--- config.mk ---
export PLATFORM = sky130hd
export DESIGN_NAME = round_controller_flat
export DESIGN_NICKNAME = d
export VERILOG_FILES = /design/src/rtl/round_controller_pkg.sv /design/src/rtl/round_controller_if.sv /design/src/rtl/round_controller_sec_countdown.sv /design/src/rtl/round_controller.sv /design/src/flat_wrapper.sv
export SDC_FILE = /design/constraint.sdc
export NUM_CORES = 1
export LEC_CHECK = 0
export CAP_MARGIN = 20
export CORE_AREA = 2 2 52 54
export DETAILED_ROUTE_END_ITERATION = 8
export DIE_AREA = 0 0 54 56
export PLACE_DENSITY = 0.72
export SYNTH_ARGS = -nofsm -noshare
export SYNTH_HDL_FRONTEND = slang
export SYNTH_HIERARCHICAL = 1
export SYNTH_SLANG_ARGS = --single-unit
--- constraint.sdc ---
create_clock -name clock -period 2.1 [get_ports clock]
set_input_delay 0.315 -clock clock [delete_from_list [all_inputs] [get_ports clock]]
set_output_delay 0.315 -clock clock [all_outputs]
set_load 0.005 [all_outputs]
--- src/rtl/round_controller_pkg.sv ---
// Shared types and defaults for the round controller: FSM states, field widths
// and the default round/cooldown lengths.
package round_controller_pkg;

  localparam int ROUND_SECONDS_DEFAULT  = 60;
  localparam int COOLDOWN_TICKS_DEFAULT = 3;

  localparam int SECONDS_W = 6;
  localparam int COOL_W    = 4;
  localparam int ROUNDS_W  = 4;

  typedef enum logic [1:0] {
    IDLE     = 2'd0,
    RUN      = 2'd1,
    EXPIRE   = 2'd2,
    COOLDOWN = 2'd3
  } round_state_t;

endpackage

--- src/rtl/round_controller_if.sv ---
// Button/timer-facing signal bundle of the round controller; the controller
// uses the slave view, whoever drives buttons and ticks uses the master view.
interface round_controller_if;
  import round_controller_pkg::*;

  logic                 start_btn;
  logic                 stop_btn;
  logic                 sec_tick;
  logic                 timesup;
  logic                 start_timer;
  logic [SECONDS_W-1:0] seconds_left;
  logic                 round_active;
  logic                 round_done;
  logic [ROUNDS_W-1:0]  rounds_played;

  modport master (
    output start_btn, stop_btn, sec_tick, timesup,
    input  start_timer, seconds_left, round_active, round_done, rounds_played
  );

  modport slave (
    input  start_btn, stop_btn, sec_tick, timesup,
    output start_timer, seconds_left, round_active, round_done, rounds_played
  );

endinterface

--- src/rtl/round_controller_sec_countdown.sv ---
// Loadable down-counter advanced by one-cycle ticks; stops at zero rather
// than wrapping and flags when it sits at zero.
module sec_countdown #(
  parameter int               WIDTH       = 6,
  parameter logic [WIDTH-1:0] RESET_VALUE = '0
) (
  input  logic             clock,
  input  logic             reset,
  input  logic             load,
  input  logic [WIDTH-1:0] load_value,
  input  logic             tick,
  output logic [WIDTH-1:0] count,
  output logic             zero
);

  assign zero = (count == '0);

  // Load takes priority so a tick on a reload cycle is dropped.
  always_ff @(posedge clock or posedge reset) begin
    if (reset) begin
      count <= RESET_VALUE;
    end else if (load) begin
      count <= load_value;
    end else if (tick && !zero) begin
      count <= count - 1'b1;
    end
  end

endmodule

--- src/rtl/round_controller.sv ---
// Game round sequencer: IDLE -> RUN -> EXPIRE -> COOLDOWN -> IDLE, driving a
// downstream timer and reporting remaining seconds and completed rounds.
module round_controller
  import round_controller_pkg::*;
#(
  parameter int ROUND_SECONDS  = ROUND_SECONDS_DEFAULT,
  parameter int COOLDOWN_TICKS = COOLDOWN_TICKS_DEFAULT
) (
  input logic               clock,
  input logic               reset,
  round_controller_if.slave bus
);

  localparam logic [SECONDS_W-1:0] ROUND_LOAD = SECONDS_W'(ROUND_SECONDS);
  localparam logic [COOL_W-1:0]    COOL_LOAD  = COOL_W'(COOLDOWN_TICKS);

  round_state_t state_reg, state_next;

  logic                 secs_load, secs_tick;
  logic [SECONDS_W-1:0] secs_load_value, secs_count;
  logic                 secs_zero_unused;
  logic                 cool_load, cool_tick, cool_zero;
  logic [COOL_W-1:0]    cool_count_unused;

  logic                start_timer_reg, start_timer_next;
  logic                round_active_reg, round_active_next;
  logic                round_done_reg, round_done_next;
  logic [ROUNDS_W-1:0] rounds_reg, rounds_next;

  sec_countdown #(.WIDTH(SECONDS_W), .RESET_VALUE(ROUND_LOAD)) u_seconds (
    .clock      (clock),
    .reset      (reset),
    .load       (secs_load),
    .load_value (secs_load_value),
    .tick       (secs_tick),
    .count      (secs_count),
    .zero       (secs_zero_unused)
  );

  sec_countdown #(.WIDTH(COOL_W), .RESET_VALUE('0)) u_cooldown (
    .clock      (clock),
    .reset      (reset),
    .load       (cool_load),
    .load_value (COOL_LOAD),
    .tick       (cool_tick),
    .count      (cool_count_unused),
    .zero       (cool_zero)
  );

  always_ff @(posedge clock or posedge reset) begin
    if (reset) begin
      state_reg <= IDLE;
    end else begin
      state_reg <= state_next;
    end
  end

  // timesup is checked before stop_btn so a simultaneous abort still counts the round.
  always_comb begin
    state_next = state_reg;
    case (state_reg)
      IDLE:     if (bus.start_btn) state_next = RUN;
      RUN: begin
        if (bus.timesup)       state_next = EXPIRE;
        else if (bus.stop_btn) state_next = IDLE;
      end
      EXPIRE:   state_next = COOLDOWN;
      COOLDOWN: if (cool_zero) state_next = IDLE;
      default:  state_next = IDLE;
    endcase
  end

  // Ticks are only consumed by the state currently occupied; the entry
  // reloads override any tick landing on a transition edge.
  always_comb begin
    secs_load       = 1'b0;
    secs_load_value = ROUND_LOAD;
    secs_tick       = (state_reg == RUN) && bus.sec_tick;
    cool_load       = (state_reg == EXPIRE);
    cool_tick       = (state_reg == COOLDOWN) && bus.sec_tick;
    if (state_next == IDLE) begin
      secs_load = 1'b1;
    end else if (state_next == EXPIRE) begin
      secs_load       = 1'b1;
      secs_load_value = '0;
    end

    start_timer_next  = (state_next == RUN);
    round_active_next = (state_next == RUN);
    round_done_next   = (state_next == EXPIRE);
    rounds_next       = rounds_reg;
    if (state_next == EXPIRE && rounds_reg != '1) begin
      rounds_next = rounds_reg + 1'b1;
    end
  end

  always_ff @(posedge clock or posedge reset) begin
    if (reset) begin
      start_timer_reg  <= 1'b0;
      round_active_reg <= 1'b0;
      round_done_reg   <= 1'b0;
      rounds_reg       <= '0;
    end else begin
      start_timer_reg  <= start_timer_next;
      round_active_reg <= round_active_next;
      round_done_reg   <= round_done_next;
      rounds_reg       <= rounds_next;
    end
  end

  assign bus.start_timer   = start_timer_reg;
  assign bus.round_active  = round_active_reg;
  assign bus.round_done    = round_done_reg;
  assign bus.rounds_played = rounds_reg;
  assign bus.seconds_left  = secs_count;

endmodule

--- src/flat_wrapper.sv ---
// flat-port wrapper written by rule: the top's interface ports become plain ports
module round_controller_flat import round_controller_pkg::*;
#(
  parameter int ROUND_SECONDS  = ROUND_SECONDS_DEFAULT,
  parameter int COOLDOWN_TICKS = COOLDOWN_TICKS_DEFAULT
)
  (clock, reset, bus_start_btn, bus_stop_btn, bus_sec_tick, bus_timesup, bus_start_timer, bus_seconds_left, bus_round_active, bus_round_done, bus_rounds_played);
  round_controller_if bus_i ();
  input logic clock;
  input logic reset;
  input wire logic [$bits(bus_i.start_btn)-1:0] bus_start_btn;
  input wire logic [$bits(bus_i.stop_btn)-1:0] bus_stop_btn;
  input wire logic [$bits(bus_i.sec_tick)-1:0] bus_sec_tick;
  input wire logic [$bits(bus_i.timesup)-1:0] bus_timesup;
  output wire logic [$bits(bus_i.start_timer)-1:0] bus_start_timer;
  output wire logic [$bits(bus_i.seconds_left)-1:0] bus_seconds_left;
  output wire logic [$bits(bus_i.round_active)-1:0] bus_round_active;
  output wire logic [$bits(bus_i.round_done)-1:0] bus_round_done;
  output wire logic [$bits(bus_i.rounds_played)-1:0] bus_rounds_played;
  assign bus_i.start_btn = bus_start_btn;
  assign bus_i.stop_btn = bus_stop_btn;
  assign bus_i.sec_tick = bus_sec_tick;
  assign bus_i.timesup = bus_timesup;
  assign bus_start_timer = bus_i.start_timer;
  assign bus_seconds_left = bus_i.seconds_left;
  assign bus_round_active = bus_i.round_active;
  assign bus_round_done = bus_i.round_done;
  assign bus_rounds_played = bus_i.rounds_played;
  round_controller #(.ROUND_SECONDS(ROUND_SECONDS), .COOLDOWN_TICKS(COOLDOWN_TICKS)) u_core (.clock(clock), .reset(reset), .bus(bus_i));
endmodule
# Word-level counts from Yosys, hierarchy flattened
# Index checks and enable logic that the tools add are counted.
word_totals:
  regBits: 18
  inputBits: 6
  out_inout_bits: 13
  elab_cells: 41
op_classes:
  add_sub_neg: 3
  n_eq_ne: 6
  n_mux: 13
  reduce_logical: 13
ops:
  columns: ["cell", "n"]
  rows:
  - ["6-bit two-way mux", 4]
  - ["2-bit two-way mux", 4]
  - ["4-bit two-way mux", 2]
  - ["2-bit case mux with 4 select lines", 1]
  - ["2-bit equality test, second input constant", 3]
  - ["6-bit zero test", 1]
  - ["6-bit by 1-bit subtractor with 6-bit output, second input constant", 1]
  - ["1-bit logical AND", 5]
  - ["4-bit by 1-bit adder with 4-bit output, second input constant", 1]
  - ["2-bit by 1-bit equality test with 1-bit output, second input constant", 2]
  - ["2-bit zero test", 2]
  - ["4-bit zero test", 1]
  - ["4-bit inequality test, second input constant", 1]
  - ["2-bit nonzero test", 2]
  - ["4-bit by 1-bit subtractor with 4-bit output, second input constant", 1]
  - ["1-bit zero test", 2]
  - ["1-bit two-way mux", 2]

# Depth between registers and ports, before layout
depth:
  word_depth: 7
  depth_mapped: 10
  mapped_depth_nobuf: 9

# Hierarchy
# The synthesis kept the hierarchy.
modules_own_cells:
  columns: ["module", "instances", "cells_per_inst", "area_each_um2", "seq_area_each_um2"]
  rows:
  - ["sec_countdown at u_core.u_seconds", 1, 49, 431.7, 155.1]
  - ["round_controller", 1, 37, 394.1, 200.2]
  - ["sec_countdown at u_core.u_cooldown", 1, 28, 261.5, 100.1]

# Least setup slack after synthesis
# OpenSTA, ideal clock, no wires.
synth_path:
  kind: "reg-to-reg"
  startpoint: "reg u_core.u_cooldown.count[0]"
  endpoint: "reg u_core.u_seconds.count[0]"
  setup_ns: 0.131
  t_arrival_ns: 1.904
  required_ns: 1.969
  slack_ns: 0.065
  stages_incl_launch_ff: 11
  n_path_buf: 1
  period_less_slack_ns: 2.035
  cell_sequence: "dfrtp_1 -> inv_1 -> ha_1 -> or3b_4 -> inv_1 -> nand2_1 -> a21oi_1 -> clkbuf_1 -> inv_1 -> o2111ai_1 -> nand3_1"
synth_via:
  elab_chain_len: 7
  elab_cells_between_ends: 10
  cone_classes: "eq/ne: 1; mux: 6; reduce/logical: 3"
synth_rtl:
  columns: ["item", "line", "text"]
  rows:
  - ["from (decl)", "round_controller_sec_countdown.sv:12", "output logic [WIDTH-1:0] count,"]
  - ["from (signal assigned)", "round_controller_sec_countdown.sv:23", "count <= load_value;"]
  - ["from (signal assigned)", "round_controller_sec_countdown.sv:25", "count <= count - 1'b1;"]
  - ["4-bit zero test *", "round_controller_sec_countdown.sv:16", "assign zero = (count == '0);"]
  - ["net u_core.cool_zero", "round_controller.sv:22", "logic cool_load, cool_tick, cool_zero;"]
  - ["2-bit two-way mux *", "round_controller.sv:68", "COOLDOWN: if (cool_zero) state_next = IDLE;"]
  - ["2-bit case mux with 4 select lines *", "round_controller.sv:61", "case (state_reg)"]
  - ["2-bit equality test", "round_controller.sv:83", "end else if (state_next == EXPIRE) begin"]
  - ["1-bit two-way mux", "round_controller.sv:83", null]
  - ["1-bit two-way mux *", "round_controller.sv:81", "if (state_next == IDLE) begin"]
  - ["net u_core.secs_load", "round_controller.sv:19", "logic secs_load, secs_tick;"]
  - ["6-bit two-way mux or 2-bit nonzero test (tied branches)", null, null]
  - ["to (signal assigned)", "round_controller_sec_countdown.sv:23", null]
  - ["to (signal assigned)", "round_controller_sec_countdown.sv:25", null]
  - ["to (decl)", "round_controller_sec_countdown.sv:12", null]
# Mark *: on every way through the listed nets, which the timed path passes. The rest lies on a longest branch.
# A chain may end at the register's enable or synchronous reset.

# Worst setup path in the final report
layout_path:
  startpoint: "reg u_core.u_cooldown.count[0]"
  endpoint: "reg u_core.u_seconds.count[5]"
# Same word-level chain as after synthesis.

==> flow_metrics.py <==
metrics = {
    "setup_path": {
        "crit_chain": "inv_1, ha_1, or3b_4, inv_1, nand2_1, a21oi_2, buf_4, nor3_1, nand4_1, nand3_1",
        "crit_top_cell": "inv_1",
        "cp-start-kind": "flip-flop",
        "arrival_ps": 2210,
        "crit_fanout": 8,
        "critical_path.slowest_cell": "or3b_4",
        "critPathKind": "reg -> reg",
        "slowest_delay_ps": 430,
        "critPathCaptureType": "flip-flop",
        "critPathRequiredTime_ps": 2330,
    },
    "sta": {
        "setup_violations": 0,
        "skew_ps": 5.68,
        "drv_slew": 0,
        "finalCritPeriodShare_pct": 94.7,
        "whs_ps": 282,
        "finalHoldViolCount": 0,
        "grt_setup_unrepaired": "false",
        "max_freq_mhz": 503,
        "min_period_ps": 1990,
        "setup_tns_ps": 0,
    },
    "power": {
        "power-per-cell-area_nw_per_um2": 1410,
        "leakage_nw": 0.600,
        "intPower_mw": 1.18,
        "p_comb_share_pct": 51.5,
        "ir_worst_vdd_mv": 0.735,
        "clock_power_share_pct": 11.0,
        "seqPwrFrac_pct": 37.5,
        "p_switching_uw": 744,
        "p_sw_share_pct": 38.7,
    },
    "outcome": {
        "status": "finished, final reports clean",
    },
    "global_route": {
        "grt_usage_pct": 17.3,
        "overflow": 0,
        "grt_max_degree": 11,
        "antenna_found_initial": 0,
        "grt_pass1_vias": 916,
        "grt_pass1_wl_mm": 3.86,
    },
    "floorplanning": {
        "die_w_um": 54,
        "io_pins": 19,
        "initial_core_util_pct": 44.5,
        "die_y_um": 56,
        "die-area_um2": 3020,
        "rows": 18,
        "coreArea_um2": 2430,
    },
    "placement": {
        "numPortBuffers": 18,
        "detailed_place_hpwl_mm": 1.78,
        "gp_congestion": 0.820,
    },
    "clock_tree": {
        "cts.clk_slew.worst_paths_ps": 100,
        "cts_max_level": 1,
        "cts_made_buffers": 3,
        "clk_latency_ps": 290,
        "cts_root_buf": "clkbuf_4",
        "numClockSinks": 18,
        "cts_buffer_depth": 2,
        "cts_tree": "done",
    },
    "finish": {
        "area_growth_pct": 25.9,
        "antenna_cells": 0,
        "nets": 150,
        "largest_reg_flops": 6,
        "top_register": "u_core/u_seconds/count",
        "drive_above_1_share_pct": 17.3,
    },
    "routing": {
        "firstDrtPassIters": 4,
        "avgRoutedWirePerCell_um": 13.2,
        "detailroute.via_count": 923,
        "totalWireLength_mm": 2.24,
        "ant_nets": 0,
        "vias_per_cell": 5.46,
        "drc": 0,
        "drt_iter0_markers": 24,
    },
    "logic_synthesis": {
        "synthCells": 113,
        "avgSynthCellArea_um2": 9.59,
        "netlist_area_um2": 1080,
        "yosysWarnings": 6,
    },
    "run": {
        "max-cap-violations": 0,
    },
    "worst_hold_path": {
        "hp-class": "in -> async",
    },
}
cells in the final DEF (no fill, tap or decap), drive strengths merged, types with 4 or more instances in the layout:
cell type / count
inv: 11
dfstp: 4
nand2b: 4
ha: 4
clkbuf: 4
conb: 6
nand2: 12
buf: 4
a21oi: 11
clkdlybuf4s50: 18
nor2: 4
dfrtp: 14
power groups by stage:
stage | combinational, mW | sequential [mW] | clock (mW)
after detailed placement | 0.980 | 0.727 | 0
after global routing | 1.10 | 0.753 | 0.238
final | 0.990 | 0.721 | 0.211
after CTS | 0.985 | 0.721 | 0.220
after global placement | 0.944 | 0.719 | 0
after floorplan | 0.623 | 0.699 | 0
what timing repair did:
item                                    in CTS  in global routing
setup buffers                                0                  0
hold buffers                                 0                  0
resized for setup                            0                  2
endpoints found under the setup margin       0                  4
hold endpoints to repair                     0                  0
metal layers:
metal	up-vias	global-route usage [%]	wire [um]
met1	456	18.8	948
met2	16	30.0	1200
met5	-	0	0
li1	447	-	-
met4	0	8.21	27
met3	4	4.30	59
worst paths after layout:
kind	from	endpoint	slack [ps]	depth (start not counted)
max reg2reg	u_core/u_cooldown/count[0]	u_core/u_seconds/count[5]	110	10
min	reset	u_core/u_cooldown/count[0]	280	2
max	u_core/u_cooldown/count[0]	u_core/u_seconds/count[5]	110	10
max in group asynchronous	reset	u_core/u_seconds/count[3]	1520	2
min reg2reg	u_core/u_seconds/count[4]	u_core/u_seconds/count[4]	530	2
min in group clock	u_core/u_seconds/count[4]	u_core/u_seconds/count[4]	530	2
through the flow:
step	total power [mW]	setup WS, ps	cells	utilization (%)	cell area [um^2]
6_report	1.92	111	169	56.1	1360
5_1_grt	2.09	7.69	169	56.1	1360
4_1_cts	1.93	54.7	169	55.9	1360
3_5_place_dp	1.71	45.4	165	54.4	1320
3_3_place_gp	1.66	114	165	54.4	1320
2_1_floorplan	1.32	64.5	117	-	1100
worst max-delay path: cells and delay by family (launching register included):
kind / cells / cell delay (ps)
flops: 1 / 400
simple gates: 5 / 750
fa+ha+maj: 1 / 220
compound gates: 1 / 200
buf+inv: 3 / 350
final cells by class:
type                            count  area [um^2]
Multi-Input combinational cell     84          583
Sequential cell                    18          455
Timing Repair Buffer               22          210
Tap cell                           30         37.5
Clock buffer                        4         36.3
Fill cell                         245         1070
Inverter                           11         41.3
Power figures use the tool's default switching activity.
